===== src/rtl/scope_frame_scheduler.sv =====
// -----------------------------------------------------------------------------
// scope_frame_scheduler
//   Shares one single-port, two-bank sample RAM between the ADC capture path
//   (writer) and the HDMI pixel path (reader). The display reads the front bank
//   during the active area. Captured samples are buffered in a small FIFO and
//   written to the back bank during blanking. Banks swap on the first vsync
//   rising edge after a complete capture, so the trace never tears.
//
// Optional feature (compile-time macro SCOPE_AUTO_TRIG_EN):
//   When defined, ARMED forces a trigger after AUTO_TIMEOUT clocks ("auto" mode).
//   When undefined, ARMED waits for trig_i indefinitely.
//
// Ports:
//   clk, rst_n          clock, asynchronous active-low reset
//   run_i, trig_i       re-arm level, single-cycle trigger
//   adc_valid_i/_data_i/adc_ready_o   ADC sample handshake
//   vsync_i, draw_area_i, counter_x_i video timing from the pixel generator
//   ram_en_o/_we_o/_addr_o/_wdata_o, ram_rdata_i   sample RAM port ({bank,col})
//   pix_sample_o, pix_valid_o         sample for the current column (3 clk latency)
//   state_o                           0 IDLE, 1 ARMED, 2 CAPTURE, 3 PENDING
//   frame_done_o                      one-clock pulse on bank swap
// -----------------------------------------------------------------------------
module scope_frame_scheduler #(
  parameter int unsigned H_ACTIVE     = 640,
  parameter int unsigned ADDR_W       = 10,
  parameter int unsigned DATA_W       = 8,
  parameter int unsigned FIFO_DEPTH   = 16,
  parameter int unsigned AUTO_TIMEOUT = 1000000
) (
  input  logic              clk,
  input  logic              rst_n,
  input  logic              run_i,
  input  logic              trig_i,
  input  logic              adc_valid_i,
  input  logic [DATA_W-1:0] adc_data_i,
  output logic              adc_ready_o,
  input  logic              vsync_i,
  input  logic              draw_area_i,
  input  logic [ADDR_W-1:0] counter_x_i,
  output logic              ram_en_o,
  output logic              ram_we_o,
  output logic [ADDR_W:0]   ram_addr_o,
  output logic [DATA_W-1:0] ram_wdata_o,
  input  logic [DATA_W-1:0] ram_rdata_i,
  output logic [DATA_W-1:0] pix_sample_o,
  output logic              pix_valid_o,
  output logic [1:0]        state_o,
  output logic              frame_done_o
);

  localparam int unsigned FA_W  = $clog2(FIFO_DEPTH);
  localparam int unsigned FC_W  = FA_W + 1;
  localparam int unsigned ACC_W = $clog2(H_ACTIVE + 1);
  localparam logic [ADDR_W-1:0] COL_LAST  = ADDR_W'(H_ACTIVE - 1);
  localparam logic [ADDR_W-1:0] COL_END   = ADDR_W'(H_ACTIVE);
  localparam logic [ACC_W-1:0]  ACC_FULL  = ACC_W'(H_ACTIVE);
  localparam logic [FC_W-1:0]   FIFO_FULL = FC_W'(FIFO_DEPTH);

  typedef enum logic [1:0] {
    S_IDLE    = 2'd0,
    S_ARMED   = 2'd1,
    S_CAPTURE = 2'd2,
    S_PENDING = 2'd3
  } state_e;

  state_e            state_q, state_d;
  logic              front_q, front_d;
  logic              vsync_prev_q;
  logic [FA_W-1:0]   fifo_wp_q, fifo_wp_d, fifo_rp_q, fifo_rp_d;
  logic [FC_W-1:0]   fifo_cnt_q, fifo_cnt_d;
  logic [DATA_W-1:0] fifo_mem_q [FIFO_DEPTH];
  logic [ADDR_W-1:0] wr_ptr_q, wr_ptr_d;
  logic [ACC_W-1:0]  acc_cnt_q, acc_cnt_d;
  logic              last_wr_q, last_wr_d;
  logic              ready_q, ready_d;
  logic              ram_en_q, ram_en_d, ram_we_q, ram_we_d;
  logic [ADDR_W:0]   ram_addr_q, ram_addr_d;
  logic [DATA_W-1:0] ram_wdata_q, ram_wdata_d;
  logic              rd_v1_q, rd_v2_q, pix_valid_q;
  logic [DATA_W-1:0] pix_sample_q;
  logic              frame_done_q;

  logic              auto_fire_s, trig_fire_s, accept_s, rd_vis_s, wr_grant_s;
  logic              push_s, start_s, swap_s;
  logic [DATA_W-1:0] fifo_head_s;

  assign fifo_head_s = fifo_mem_q[fifo_rp_q];

`ifdef SCOPE_AUTO_TRIG_EN
  localparam int unsigned AUTO_W = (AUTO_TIMEOUT > 1) ? $clog2(AUTO_TIMEOUT) : 1;
  localparam logic [AUTO_W-1:0] AUTO_LAST = AUTO_W'(AUTO_TIMEOUT - 1);
  logic [AUTO_W-1:0] auto_cnt_q, auto_cnt_d;

  // Auto-trigger timer: counts clocks spent armed, held at zero in every other state
  always_comb begin
    auto_fire_s = (state_q == S_ARMED) && (auto_cnt_q == AUTO_LAST);
    if ((state_q == S_ARMED) && !trig_i && !auto_fire_s) begin
      auto_cnt_d = auto_cnt_q + AUTO_W'(1);
    end else begin
      auto_cnt_d = {AUTO_W{1'b0}};
    end
  end

  // Auto-trigger timer register
  always_ff @(posedge clk or negedge rst_n) begin
    if (!rst_n) begin
      auto_cnt_q <= {AUTO_W{1'b0}};
    end else begin
      auto_cnt_q <= auto_cnt_d;
    end
  end
`else
  assign auto_fire_s = 1'b0;
`endif

  // Next-state, arbitration, FIFO and pointer logic
  always_comb begin
    trig_fire_s = trig_i | auto_fire_s;
    accept_s    = adc_valid_i & ready_q;
    rd_vis_s    = draw_area_i & (counter_x_i < COL_END);
    // The display always wins the RAM; writes only happen outside the active area
    wr_grant_s  = ~draw_area_i & (fifo_cnt_q != {FC_W{1'b0}});
    state_d     = state_q;
    push_s      = 1'b0;
    start_s     = 1'b0;
    swap_s      = 1'b0;

    case (state_q)
      S_IDLE: begin
        state_d = run_i ? S_ARMED : S_IDLE;
      end
      S_ARMED: begin
        if (trig_fire_s) begin
          state_d = S_CAPTURE;
          start_s = 1'b1;
          push_s  = accept_s;   // sample in the trigger cycle is the first one kept
        end else begin
          state_d = S_ARMED;
        end
      end
      S_CAPTURE: begin
        push_s  = accept_s;
        // last_wr_q is high while the final write is on the RAM port, so a
        // vsync edge coincident with that write is never seen as a rise here
        state_d = last_wr_q ? S_PENDING : S_CAPTURE;
      end
      S_PENDING: begin
        if (vsync_i && !vsync_prev_q) begin
          swap_s  = 1'b1;
          state_d = run_i ? S_ARMED : S_IDLE;
        end else begin
          state_d = S_PENDING;
        end
      end
      default: begin
        state_d = S_IDLE;
      end
    endcase

    front_d   = swap_s ? ~front_q : front_q;
    fifo_wp_d = push_s ? fifo_wp_q + FA_W'(1) : fifo_wp_q;
    fifo_rp_d = wr_grant_s ? fifo_rp_q + FA_W'(1) : fifo_rp_q;
    case ({push_s, wr_grant_s})
      2'b10:   fifo_cnt_d = fifo_cnt_q + FC_W'(1);
      2'b01:   fifo_cnt_d = fifo_cnt_q - FC_W'(1);
      default: fifo_cnt_d = fifo_cnt_q;
    endcase

    if (start_s) begin
      acc_cnt_d = push_s ? ACC_W'(1) : {ACC_W{1'b0}};
      wr_ptr_d  = {ADDR_W{1'b0}};
    end else begin
      acc_cnt_d = push_s ? acc_cnt_q + ACC_W'(1) : acc_cnt_q;
      if (wr_grant_s) begin
        wr_ptr_d = (wr_ptr_q == COL_LAST) ? {ADDR_W{1'b0}} : wr_ptr_q + ADDR_W'(1);
      end else begin
        wr_ptr_d = wr_ptr_q;
      end
    end
    last_wr_d = wr_grant_s & (wr_ptr_q == COL_LAST) & (state_q == S_CAPTURE);

    // Ready is registered from next-state values so it always matches the
    // state, accept count and FIFO level that will hold in the next cycle
    case (state_d)
      S_ARMED:   ready_d = 1'b1;
      S_CAPTURE: ready_d = (acc_cnt_d < ACC_FULL) & (fifo_cnt_d != FIFO_FULL);
      default:   ready_d = 1'b0;
    endcase

    ram_en_d = rd_vis_s | wr_grant_s;
    ram_we_d = wr_grant_s;
    if (rd_vis_s) begin
      ram_addr_d  = {front_q, counter_x_i};
      ram_wdata_d = {DATA_W{1'b0}};
    end else if (wr_grant_s) begin
      ram_addr_d  = {~front_q, wr_ptr_q};
      ram_wdata_d = fifo_head_s;
    end else begin
      ram_addr_d  = {(ADDR_W + 1){1'b0}};
      ram_wdata_d = {DATA_W{1'b0}};
    end
  end

  // Capture FIFO storage; validity is defined by the pointers, so no reset needed
  always_ff @(posedge clk) begin
    if (push_s) begin
      fifo_mem_q[fifo_wp_q] <= adc_data_i;
    end
  end

  // FSM, pointers, RAM port and pixel pipeline registers
  always_ff @(posedge clk or negedge rst_n) begin
    if (!rst_n) begin
      state_q      <= S_IDLE;
      front_q      <= 1'b0;
      vsync_prev_q <= 1'b0;
      fifo_wp_q    <= {FA_W{1'b0}};
      fifo_rp_q    <= {FA_W{1'b0}};
      fifo_cnt_q   <= {FC_W{1'b0}};
      wr_ptr_q     <= {ADDR_W{1'b0}};
      acc_cnt_q    <= {ACC_W{1'b0}};
      last_wr_q    <= 1'b0;
      ready_q      <= 1'b0;
      ram_en_q     <= 1'b0;
      ram_we_q     <= 1'b0;
      ram_addr_q   <= {(ADDR_W + 1){1'b0}};
      ram_wdata_q  <= {DATA_W{1'b0}};
      rd_v1_q      <= 1'b0;
      rd_v2_q      <= 1'b0;
      pix_valid_q  <= 1'b0;
      pix_sample_q <= {DATA_W{1'b0}};
      frame_done_q <= 1'b0;
    end else begin
      state_q      <= state_d;
      front_q      <= front_d;
      vsync_prev_q <= vsync_i;
      fifo_wp_q    <= fifo_wp_d;
      fifo_rp_q    <= fifo_rp_d;
      fifo_cnt_q   <= fifo_cnt_d;
      wr_ptr_q     <= wr_ptr_d;
      acc_cnt_q    <= acc_cnt_d;
      last_wr_q    <= last_wr_d;
      ready_q      <= ready_d;
      ram_en_q     <= ram_en_d;
      ram_we_q     <= ram_we_d;
      ram_addr_q   <= ram_addr_d;
      ram_wdata_q  <= ram_wdata_d;
      rd_v1_q      <= rd_vis_s;
      rd_v2_q      <= rd_v1_q;
      pix_valid_q  <= rd_v2_q;
      pix_sample_q <= ram_rdata_i;
      frame_done_q <= swap_s;
    end
  end

  assign adc_ready_o  = ready_q;
  assign ram_en_o     = ram_en_q;
  assign ram_we_o     = ram_we_q;
  assign ram_addr_o   = ram_addr_q;
  assign ram_wdata_o  = ram_wdata_q;
  assign pix_sample_o = pix_sample_q;
  assign pix_valid_o  = pix_valid_q;
  assign state_o      = state_q;
  assign frame_done_o = frame_done_q;

endmodule


===== config.mk =====
export PLATFORM = sky130hd
export DESIGN_NAME = scope_frame_scheduler
export DESIGN_NICKNAME = d
export VERILOG_FILES = /design/src/rtl/scope_frame_scheduler.sv
export SDC_FILE = /design/constraint.sdc
export NUM_CORES = 1
export LEC_CHECK = 0
export ABC_AREA = 1
export BUFFER_PORTS_ARGS = -buffer_cell sky130_fd_sc_hd__buf_2
export CORE_MARGIN = 1
export CORE_UTILIZATION = 45
export DETAILED_ROUTE_END_ITERATION = 10
export SETUP_SLACK_MARGIN = 0.15
export SLEW_MARGIN = 20
export SYNTH_ARGS = -nofsm -noshare
export SYNTH_HDL_FRONTEND = slang
export SYNTH_SLANG_ARGS = --single-unit

===== constraint.sdc =====
create_clock -name clk -period 7.53 [get_ports clk]
set_input_delay 0.753 -clock clk [delete_from_list [all_inputs] [get_ports clk]]
set_output_delay 0.753 -clock clk [all_outputs]
set_load 0.02 [all_outputs]

# == Word-level counts from Yosys, hierarchy flattened ==
# Memories as Yosys holds them, arrays and structs flattened.
# Cells that the tools add are included.
# totals
regBits,72
latch_bits,0
ram_bits,128
mem_bits_ro,0
input_bits,33
out_inout_bits,34
elab_cells,76
mem_count,1
# memory_table
name,words,width,rd,rd_ports_with_merged_regs,write_ports,line,rtl
fifo_mem_q,16,8,1,0,1,71,logic [DATA_W-1:0] fifo_mem_q [FIFO_DEPTH];
# op_classes
n_addsub,6
multipliers,0
n_div,0
magnitude_cmp,2
n_eq_ne,9
shifts,0
muxes,25
bitwise,9
n_reduce_logical,5
# op_table
cell,count
$mux 10,5
$mux 11,2
$add 10x1->10 const B,2
$lt 10x10->1 const B,2
$mux 8,2
$eq 10x10->1 const B,1
$mux 1,10
$pmux 5 s2,1
$add 4x1->4 const B,2
$eq 2x2->1 const B,4
$pmux 2 s4,1
$and 1x1->1,6
$eq 2x1->1 const B,3
$add 5x1->5 const B,1
$ne 5x5->1 const B,1
$reduce_bool 5->1,1
$sub 5x1->5 const B,1
$mux 2,2
$pmux 1 s2,2
$logic_not 2->1,1
$not 1->1,2
$reduce_bool 2->1,1
$logic_and 1x1->1,1
$logic_not 1->1,1
$or 1x1->1,1

# == Depth between registers and ports, before layout ==
# Gate-level depths: netlist of run 1.
# logic_depth
word_depth,8
mapped_depth,23
ltp_nobuf,22

# == Worst setup path before layout of run 1 ==
# OpenSTA, ideal clock, no wires.
# synth_timing
path_type,register to register
start,"register state_q[0], in the netlist state_o[0]"
end,"register ready_q, in the netlist adc_ready_o"
setup_time_ps,115
arrival_ps,2648
t_required_ps,7415
slack_ps,4766
path_stages_with_launch,21
n_path_buf,1
synth_period_minus_slack_ps,2764
path_cell_list,dfrtp_1 inv_1 ha_1 inv_1 nor2_2 nand2_4 ha_1 buf_2 nand2_1 inv_1 nor2_1 ha_1 nand2_1 o21ai_1 or2_0 nor2_1 nand3_1 nor2_1 nor2_1 nor2_1 nor2_1
# synth_between
elab_chain_len,7
# synth_rtl
item,line,rtl
"start, declared",66,"state_e state_q, state_d;"
"start signal, assigned",234,state_q <= state_d;
$eq 2x2->1 / $eq 2x1->1 (equally long branches),128,case (state_q)
$pmux 1 s2 *,128,
$eq 2x1->1 / $eq 2x2->1 (equally long branches),163,"case ({push_s, wr_grant_s})"
$pmux 5 s2 *,163,
named net fifo_cnt_d[1],70,"logic [FC_W-1:0] fifo_cnt_q, fifo_cnt_d;"
$ne 5x5->1 *,186,S_CAPTURE: ready_d = (acc_cnt_d < ACC_FULL) & (fifo_cnt_d != FIFO_FULL);
$and 1x1->1 *,186,
$pmux 1 s2 *,184,case (state_d)
named net ready_d,75,"logic ready_q, ready_d;"
"end signal, assigned",243,ready_q <= ready_d;
"end, declared",75,
# Mark *: on every way through the listed nets, which the timed path passes. The rest lies on a longest branch.
# A chain may end at the register's enable or synchronous reset.

# == Worst setup path after layout of run 1 ==
# layout_timing
start,register fifo_cnt_q[0]
end,"register ready_q, in the netlist adc_ready_o"
# layout_between
elab_chain_len,7
# layout_rtl
item,line,rtl
"start, declared",70,
"start signal, assigned",219,fifo_cnt_q <= {FC_W{1'b0}};
"start signal, assigned",239,fifo_cnt_q <= fifo_cnt_d;
$reduce_bool 5->1 *,122,wr_grant_s = ~draw_area_i & (fifo_cnt_q != {FC_W{1'b0}});
$and 1x1->1 *,122,
named net ram_we_d,76,"logic ram_en_q, ram_en_d, ram_we_q, ram_we_d;"
$eq 2x1->1 / $eq 2x2->1 (equally long branches),163,
$pmux 5 s2 *,163,
named net fifo_cnt_d[1],70,
$ne 5x5->1 *,186,
$and 1x1->1 *,186,
$pmux 1 s2 *,184,
named net ready_d,75,
# Marks and branches as above.

==> metrics.cfg, run 1 <==
[sta]
max_freq_mhz=285
tightest_slew_ns=0.936
finalMaxSlewViolations=0
finalHoldViolCount=0
timing.final.crit_period_ns=3.51
grt_setup_unrepaired=false
relSlewSlack=0.376
setup_violations=0
fin_skew_ns=0.0132
period_share=0.466
finalSetupTns_ns=0
worst_hold_slack_ns=0.359

[finish]
multi_input_area_sq_um=2290
fill_cells=1576
area_growth_pct=13.2
n_antenna_cell=0
drive_gt1_frac=0.150
final_cells=1021
area.sequential_sq_um=5650
nets=828

[route]
vias=5489
via_per_inst=5.38
ant_nets=0
first_pass_iters=6
wl_mm=17.8
drt_iter0_markers=404
route.detailed.drc=0
routedWlPerCell_um=17.4

[global_route]
grt_max_degree=73
grt_overflow=0
antenna_found_initial=0
grt_pass1_vias=5224
grt_pass1_wl_mm=27.1
grt_use_total=0.194

[min_path]
worstHoldEndpoint=rd_v2_q$_DFF_PN0_
min_from=rd_v1_q$_DFF_PN0_
min_path_type=reg2reg
whs_path_depth=0

[setup_path]
cpLargestDelayFamily=simple AND/OR/NAND/NOR gates
setup.worst_path.class=reg2reg
start_kind=register
cpPeakStageDelay_ns=0.57
ff2ff_path_depth=18
cp_slowest_cell=nand2_1
r2r_slack_ns=4.02
crit_top_cell=nor2_1
critPathArrivalTime_ns=3.83
r2r_end=adc_ready_o$_DFF_PN0_
required_ns=7.85
r2r-start=fifo_cnt_q[0]$_DFF_PN0_
crit_chain=nor3_1, nand3_1, nand2_1, inv_2, ha_1, nand2_1, inv_1, nor2_1, ha_1, nand2_1, o21ai_1, or2_0, nor2_1, nand3_1, nor2_1, nor2_1, nor2_1, nor2_1
crit_buf_inv=2
cp-end-kind=register
path_max_fanout=22

[clock_network]
ctsHoldBuffers=0
clkLatencyLatePin_ns=0.44
numCtsBuffers=17
cts_setup_buffers=0
cts_resized=0
clock-sinks=200
cts_tree=built
clk_pin_slew_ns=0.07
cts_max_level=4
cts_buffer_depth=2
clock-root-buffer=clkbuf_16

[power]
total_power_mw=3.23
vdd_ir_drop_max_v=0.000254
leakage_nw=3.85
p_per_area_nw_per_um2=343

[synth]
syn_inst=720
syn_area_sq_um=8310
ys_seq_area_frac=0.679
yosysUniqueCellTypes=38
ys_warn_count=0
ys_ff_latch=200
synth_nets=769
postSynthAreaPerCell_sq_um=11.5

[placed_design]
place.gp.congestion=0.832
dpl.hpwl_mm=11.3
port_buffers=66
place_inst=989

[floorplan]
initial_core_util=0.461
die_w_um=138
ios=67
row_count=49
die_h_um=138
core_region_area_sq_um=18000
die_area_sq_um=19000

[job]
maxCapViolations=0

[outcome]
outcome=completed

report_power, final:
| part | switching [mW] | leakage [nW] | internal (mW) |
|---|---|---|---|
| combinational | 0.638 | 1.51 | 0.303 |
| sequential | 0.0919 | 2.06 | 1.26 |
| clock | 0.406 | 0.283 | 0.526 |
worst reg2reg max path: cells and delay by family, from the launching register on:
kind	cells	cell delay, ns
flops	1	0.44
fa+ha+maj	2	0.62
buf+inv	2	0.32
compound gates	1	0.07
simple gates	13	1.97
registers in the layout, summed over array words and instances, names as in the netlist, 2 cells and up:
| name | count |
|---|---|
| acc_cnt_q | 10 |
| fifo_cnt_q | 5 |
| fifo_mem_q | 128 |
| fifo_rp_q | 4 |
| fifo_wp_q | 4 |
| pix_sample_o | 8 |
| ram_addr_o | 11 |
| ram_wdata_o | 8 |
| state_o | 2 |
| wr_ptr_q | 10 |
metrics by stage:
stage / util / area [sq um] / setup slack, ns
final: 0.522 / 9410 / 4.02
after CTS: 0.522 / 9410 / 4.03
after floorplan: - / 8310 / 4.77
after global routing: 0.522 / 9410 / 3.70
after global placement: 0.489 / 8810 / 4.07
after detailed placement: 0.489 / 8810 / 3.95
per-layer routing:
metal / vias to the layer above / routed length, um / GRT usage
met1: 2702 / 7600 / 0.252
met5: - / 0 / 0
li1: 2610 / - / -
met4: 0 / 316 / 0.0767
met3: 26 / 841 / 0.0384
met2: 151 / 9010 / 0.321
layout by cell type, fill, tap and decap left out, drive strengths merged, types with 10 or more instances in the layout:
cell,Yosys,routed
ha,16,16
nor3,14,14
o32ai,16,16
a21oi,12,12
nand3,21,21
dfrtp,72,72
o21ai,64,64
xor2,10,10
inv,60,64
o22ai,13,13
nand2,108,108
buf,19,69
nor2,116,116
edfxtp,128,128
clkbuf,10,18
kinds of logic (layout without fill, tap and decap cells):
logic type,count (synthesis),in the layout,share of synthesized area
AOI/OAI and AO/OA,122,122,0.0885
xor gates and xnor gates,15,15,0.0158
adders and majority gates,16,16,0.0241
buffers and inverters,90,162,0.0450
DFF,200,200,0.679
muxes,8,8,0.00964
and+or+nand+nor,269,269,0.138
Yosys cell counts:
| master | instances | area, sq um |
|---|---|---|
| a211oi_1 | 1 | 7.51 |
| inv_1 | 53 | 199 |
| nand3_1 | 20 | 100 |
| nor2_8 | 1 | 20.0 |
| nor2_4 | 2 | 22.5 |
| inv_2 | 7 | 26.3 |
| nand4_1 | 5 | 31.3 |
| a32o_1 | 1 | 10.0 |
| ha_1 | 16 | 200 |
| o32ai_1 | 16 | 140 |
| nor4_1 | 1 | 6.26 |
| buf_2 | 14 | 70.1 |
| nand2_4 | 1 | 11.3 |
| xor2_1 | 10 | 87.6 |
| nand2_1 | 103 | 387 |
| o2111ai_1 | 1 | 8.76 |
| and3_1 | 2 | 12.5 |
| edfxtp_1 | 128 | 3840 |
| nand3_2 | 1 | 10.0 |
| clkinv_1 | 1 | 3.75 |
| a31oi_1 | 6 | 37.5 |
| dfrtp_1 | 72 | 1800 |
| clkbuf_1 | 10 | 37.5 |
| o21ai_0 | 57 | 285 |
| nor2_2 | 2 | 12.5 |
| mux2i_1 | 8 | 80.1 |
| nor3_1 | 13 | 65.1 |
| nor3b_1 | 1 | 7.51 |
| nor2_1 | 111 | 417 |
| buf_4 | 5 | 37.5 |
| xnor2_1 | 5 | 43.8 |
| o21ai_1 | 7 | 35.0 |
| o221ai_1 | 8 | 70.1 |
| a21oi_1 | 12 | 60.1 |
| nand2_2 | 4 | 25.0 |
| nor3_2 | 1 | 10.0 |
| o22ai_1 | 13 | 81.3 |
| or2_0 | 1 | 6.26 |
cell type report:
class	instances	share of cell area
sequential	200	0.600
multi-input combinational	430	0.243
clock buffer	18	0.0456
timing repair buffer	69	0.0378
tap	229	0.0305
inverter	61	0.0243
clock inverter	14	0.0182
worst max path at each step:
stage / startpoint / to / slack [ns] / cells past startpoint
after floorplan: state_o[0]$_DFF_PN0_ / adc_ready_o$_DFF_PN0_ / 4.77 / 20
after global placement: draw_area_i / adc_ready_o$_DFF_PN0_ / 4.07 / 18
after detailed placement: draw_area_i / adc_ready_o$_DFF_PN0_ / 3.95 / 18
after CTS: fifo_cnt_q[0]$_DFF_PN0_ / adc_ready_o$_DFF_PN0_ / 4.03 / 18
after global routing: fifo_cnt_q[0]$_DFF_PN0_ / adc_ready_o$_DFF_PN0_ / 3.70 / 18
final: fifo_cnt_q[0]$_DFF_PN0_ / adc_ready_o$_DFF_PN0_ / 4.02 / 18
No activity file was read; power rests on OpenSTA's default activity.
==> run 2: changes to the inputs <==
==> constraint.sdc (replaced) <==
create_clock -name clk -period 3.6 [get_ports clk]
set_input_delay 0.36 -clock clk [delete_from_list [all_inputs] [get_ports clk]]
set_output_delay 0.36 -clock clk [all_outputs]
set_load 0.02 [all_outputs]
==> run 2 against run 1 <==
Fmax increased by 13%; global-route usage increased by 0.46 points; count of clock-buffer cells in the layout increased by 2; critical endpoint unchanged; cell count increased by 0.29%; sequential share of layout area decreased by 0.29 points; core utilization increased by 0.26 points; wire length increased by 1.2%; setup slack got worse by 3.5 ns; clock skew about the same; critical path depth increased by 1; power increased by 110%; non-clock buffer count increased by 3; largest cell class unchanged; largest power group unchanged.
==> metrics.cfg, run 2 (synthesis results as in run 1) <==
[outcome]
outcome=completed

[power]
p_per_area_nw_per_um2=722
p_seq_frac=0.411
comb_power_share=0.298
leakage_nw=3.88
total_power_mw=6.82
p_sw_frac=0.345
switchingPower_mw=2.36
pwr-share-clk=0.291
vdd_ir_drop_max_v=0.000384
intPower_mw=4.47

[min_path]
whs_path_depth=1
min_from=ram_rdata_i[2]
min_path_type=in2reg
worstHoldEndpoint=pix_sample_o[2]$_DFF_PN0_

[global_route]
grt_pass1_wl_mm=27.6
grt_pass1_vias=5125
antenna_found_initial=0
grt_use_total=0.199
grt_overflow=0
grt_max_degree=73

[floorplan]
ios=67
die_h_um=138
initial_core_util=0.461
row_count=49
die_area_sq_um=19000
die_w_um=138
core_region_area_sq_um=18000

[finish]
nets=831
drive_gt1_frac=0.151
largest-register=fifo_mem_q
final_common_cell=edfxtp_1
final_cell_mix=128 x edfxtp_1, 111 x nor2_1, 103 x nand2_1
multi_input_area_sq_um=2290
largest_register_ffs=128
fill_cells=1565
area.sequential_sq_um=5650
area_growth_pct=13.8
n_antenna_cell=0

[clock_network]
cts_resized=0
clkLatencyLatePin_ns=0.44
cts_setup_buffers=0
cts_buffer_depth=2
clock-root-buffer=clkbuf_16
clock-sinks=200
ctsHoldBuffers=0
clk_pin_slew_ns=0.07
cts_max_level=4
cts_tree=built
numCtsBuffers=17

[setup_path]
path_max_fanout=14
critPathArrivalTime_ns=3.42
r2r_end=adc_ready_o$_DFF_PN0_
setup.worst_path.class=reg2reg
r2r_slack_ns=0.51
r2r-start=state_o[1]$_DFF_PN0_
start_kind=register
ff2ff_path_depth=19
worstSetupStartpoint=state_o[1]$_DFF_PN0_
required_ns=3.93
cp-end-kind=register

[route]
routedWlPerCell_um=17.6
ant_nets=0
drt_iter0_markers=407
wl_mm=18.0
route.detailed.drc=0
first_pass_iters=5
via_per_inst=5.31
vias=5441

[sta]
finalHoldViolCount=0
fin_skew_ns=0.0136
tightest_slew_ns=0.920
relSlewSlack=0.386
setup_violations=0
finalSetupTns_ns=0
period_share=0.859
max_freq_mhz=323
grt_setup_unrepaired=false
finalMaxSlewViolations=0
timing.final.crit_period_ns=3.09

[placed_design]
place.gp.congestion=0.871
dpl.hpwl_mm=11.6
port_buffers=66

[job]
maxCapViolations=0

## run 2: cell count changes in the layout (fill, tap and decap cells not counted)
cell | previous run | this run
buf_12 | 0 | 1
buf_4 | 4 | 6
bufinv_16 | 3 | 4
clkbuf_1 | 1 | 3
clkinv_4 | 0 | 2
clkinvlp_2 | 0 | 1
clkinvlp_4 | 4 | 1
inv_6 | 3 | 0
## run 2: metal layers
layer,part of all wire,vias to the layer above,global-route usage
li1,-,2618,-
met1,0.44,2720,0.257
met2,0.51,82,0.340
met3,0.031,21,0.0329
met4,0.016,0,0.0676
met5,0,-,0
## run 2: metrics by stage
stage / instance area (sq um) / hold WS (ns) / std cells / util / setup slack, ns
finish: 9460 / 0.0305 / 1024 / 0.525 / 0.509
global route: 9460 / 0.0149 / 1024 / 0.525 / 0.237
floorplan: 8310 / 0.0644 / 720 / - / 0.836
CTS: 9460 / 0.0176 / 1024 / 0.525 / 0.503
global placement: 8840 / 0.333 / 992 / 0.491 / 0.757
detailed placement: 8840 / 0.342 / 992 / 0.491 / 0.531
## run 2: final cells by class
| class | instances | share of cell area |
|---|---|---|
| Tap cell | 229 | 0.0303 |
| Sequential cell | 200 | 0.597 |
| Clock buffer | 20 | 0.0462 |
| Clock inverter | 12 | 0.0185 |
| Inverter | 61 | 0.0242 |
| Multi-Input combinational cell | 430 | 0.242 |
| Timing Repair Buffer | 72 | 0.0413 |
## run 2: worst max-delay path by stage
| stage | cells past startpoint | slack [ns] | endpoint |
|---|---|---|---|
| final | 19 | 0.51 | adc_ready_o$_DFF_PN0_ |
| after detailed placement | 19 | 0.53 | adc_ready_o$_DFF_PN0_ |
| after global placement | 19 | 0.76 | adc_ready_o$_DFF_PN0_ |
| after global routing | 18 | 0.24 | adc_ready_o$_DFF_PN0_ |
| after floorplan | 20 | 0.84 | adc_ready_o$_DFF_PN0_ |
| after CTS | 19 | 0.50 | adc_ready_o$_DFF_PN0_ |
## run 2: power groups by stage
stage / Combinational (mW) / Sequential (mW) / Clock [mW]
2_1_floorplan: 1.40 / 2.89 / 0
3_3_place_gp: 1.99 / 2.83 / 0
3_5_place_dp: 2.03 / 2.85 / 0
4_1_cts: 2.04 / 2.80 / 2.00
5_1_grt: 2.28 / 2.83 / 2.11
6_report: 2.04 / 2.81 / 1.98
## run 2: worst max-delay path, stage by stage (launching register included)
cell	delay, ns
dfrtp_1	0.42
inv_1	0.09
ha_1	0.22
nand2_2	0.26
nand2_2	0.11
nand2_4	0.18
ha_1	0.36
nand2_1	0.13
inv_1	0.09
nor2_1	0.07
ha_1	0.27
nand2_1	0.06
o21ai_1	0.07
or2_0	0.20
nor2_1	0.10
nand3_1	0.08
nor2_1	0.10
nor2_1	0.05
nor2_1	0.09
nor2_1	0.05
==> run 3: changes to the inputs <==
==> constraint.sdc (replaced) <==
create_clock -name clk -period 3.6 [get_ports clk]
set_input_delay 0.18 -clock clk [delete_from_list [all_inputs] [get_ports clk]]
set_output_delay 0.18 -clock clk [all_outputs]
set_load 0.02 [all_outputs]
==> run 3 against run 2 <==
Sequential cell count unchanged; sequential share of layout area shrank 0.99 points; largest power group unchanged; wire length grew 0.96%; critical path depth stayed put; die area did not move; count of clock-buffer cells in the layout fell by 2; sequential power grew 3%; via count grew 1.0%.
==> metrics.cfg, run 3 (synthesis results as in run 1) <==
[sta]
grt_setup_unrepaired=false
finalHoldViolCount=0
fin_skew_ns=0.0101
relSlewSlack=0.365
tightest_slew_ns=0.953
setup_ws_ns=0.624
finalMaxSlewViolations=0
finalSetupTns_ns=0
setup_violations=0
timing.final.crit_period_ns=2.98
max_freq_mhz=336
period_share=0.827

[setup_path]
cpPeakStageDelay_ns=0.39
r2r_slack_ns=0.62
critPathArrivalTime_ns=3.31
cp_slowest_cell=dfrtp_1
start_kind=register
crit_top_cell=nor2_1
crit_chain=inv_1, ha_1, nand2_2, nand2_2, nand2_4, ha_1, nand2_1, inv_1, nor2_1, ha_1, nand2_1, o21ai_1, or2_0, nor2_1, nand3_1, nor2_1, nor2_1, nor2_1, nor2_1
crit_buf_inv=2
path_max_fanout=14
cpLargestDelayFamily=simple AND/OR/NAND/NOR gates
required_ns=3.94
setup.worst_path.class=reg2reg
cp-end-kind=register

[clock_network]
clkLatencyLatePin_ns=0.44
clock-root-buffer=clkbuf_16
ctsHoldBuffers=17
cts_tree=built
clock-sinks=200
numCtsBuffers=17
cts_max_level=4
clk_pin_slew_ns=0.07
cts_buffer_depth=2
cts_resized=0
cts_setup_buffers=0

[route]
first_pass_iters=5
vias=5498
ant_nets=0
via_per_inst=5.28
route.detailed.drc=0
routedWlPerCell_um=17.4
wl_mm=18.2
drt_iter0_markers=295

[power]
intPower_mw=4.33
p_sw_frac=0.358
comb_power_share=0.294
total_power_mw=6.74
vdd_ir_drop_max_v=0.000455
leakage_nw=3.95
p_per_area_nw_per_um2=701
p_seq_frac=0.429
switchingPower_mw=2.41
pwr-share-clk=0.277

[floorplan]
die_area_sq_um=19000
core_region_area_sq_um=18000
ios=67
row_count=49
initial_core_util=0.461
die_w_um=138
die_h_um=138

[finish]
area_growth_pct=15.7
largest_register_ffs=128
drive_gt1_frac=0.154
largest-register=fifo_mem_q
final_common_cell=edfxtp_1
n_antenna_cell=0
final_cell_mix=128 x edfxtp_1, 111 x nor2_1, 103 x nand2_1
nets=849
final_cells=1042

[global_route]
grt_pass1_wl_mm=28.1
use_met3=0.0369
met2_usage=0.346
grt_overflow=0
grt_util_met1=0.258
grt_use_total=0.203
top_usage_layer=met2
antenna_found_initial=0
grt_pass1_vias=5384
grt_max_degree=73

[placed_design]
dpl.hpwl_mm=11.6
place_inst=993
pre_cts_slack_ns=0.627
port_buffers=66
place.gp.congestion=0.853

[outcome]
outcome=completed

[job]
maxCapViolations=0

[min_path]
min_path_type=in2reg

run 3: stage by stage:
| stage | cell area (sq um) | utilization | hold WS, ns |
|---|---|---|---|
| after floorplan | 8310 | - | -0.116 |
| after global placement | 8860 | 0.492 | 0.289 |
| after detailed placement | 8860 | 0.492 | 0.290 |
| after CTS | 9620 | 0.533 | 0.00882 |
| after global routing | 9620 | 0.533 | 0.0297 |
| final | 9620 | 0.533 | 0.0238 |
run 3: layout make-up:
type	instances	area, sq um
Tap cell	229	287
Clock buffer	18	439
Multi-Input combinational cell	430	2290
Sequential cell	200	5650
Timing Repair Buffer	90	581
Inverter	61	229
Clock inverter	14	143
Fill cell	1561	8410
run 3: power by group through the flow:
stage          Clock [mW]  Combinational, mW  Sequential, mW
2_1_floorplan           0               1.40            2.89
3_3_place_gp            0               1.93            2.92
3_5_place_dp            0               1.97            2.94
4_1_cts              1.90               2.00            2.89
5_1_grt              1.98               2.22            2.93
6_report             1.87               1.98            2.89
run 3: worst paths after layout:
kind                                      start                  endpoint  cells after the start
min reg2reg                   rd_v1_q$_DFF_PN0_         rd_v2_q$_DFF_PN0_                      0
min in group asynchronous                 rst_n   ram_addr_o[2]$_DFF_PN0_                      2
max in group asynchronous                 rst_n  fifo_rp_q[0]$_DFFE_PN0N_                      2
min                              counter_x_i[9]   ram_addr_o[9]$_DFF_PN0_                      3
max                        state_o[1]$_DFF_PN0_     adc_ready_o$_DFF_PN0_                     19
max reg2reg                state_o[1]$_DFF_PN0_     adc_ready_o$_DFF_PN0_                     19
run 3: routing by layer:
layer	part of all wire	vias to the layer above
li1	-	2657
met1	0.44	2704
met2	0.51	112
met3	0.033	25
met4	0.016	0
met5	0	-
run 3: worst reg2reg max path: stages (launching register included):
cell     delay, ns
dfrtp_1       0.39
inv_1         0.08
ha_1          0.21
nand2_2       0.25
nand2_2       0.10
nand2_4       0.18
ha_1          0.35
nand2_1       0.11
inv_1         0.08
nor2_1        0.06
ha_1          0.27
nand2_1       0.07
o21ai_1       0.06
or2_0         0.20
nor2_1        0.10
nand3_1       0.08
nor2_1        0.10
nor2_1        0.05
nor2_1        0.08
nor2_1        0.04
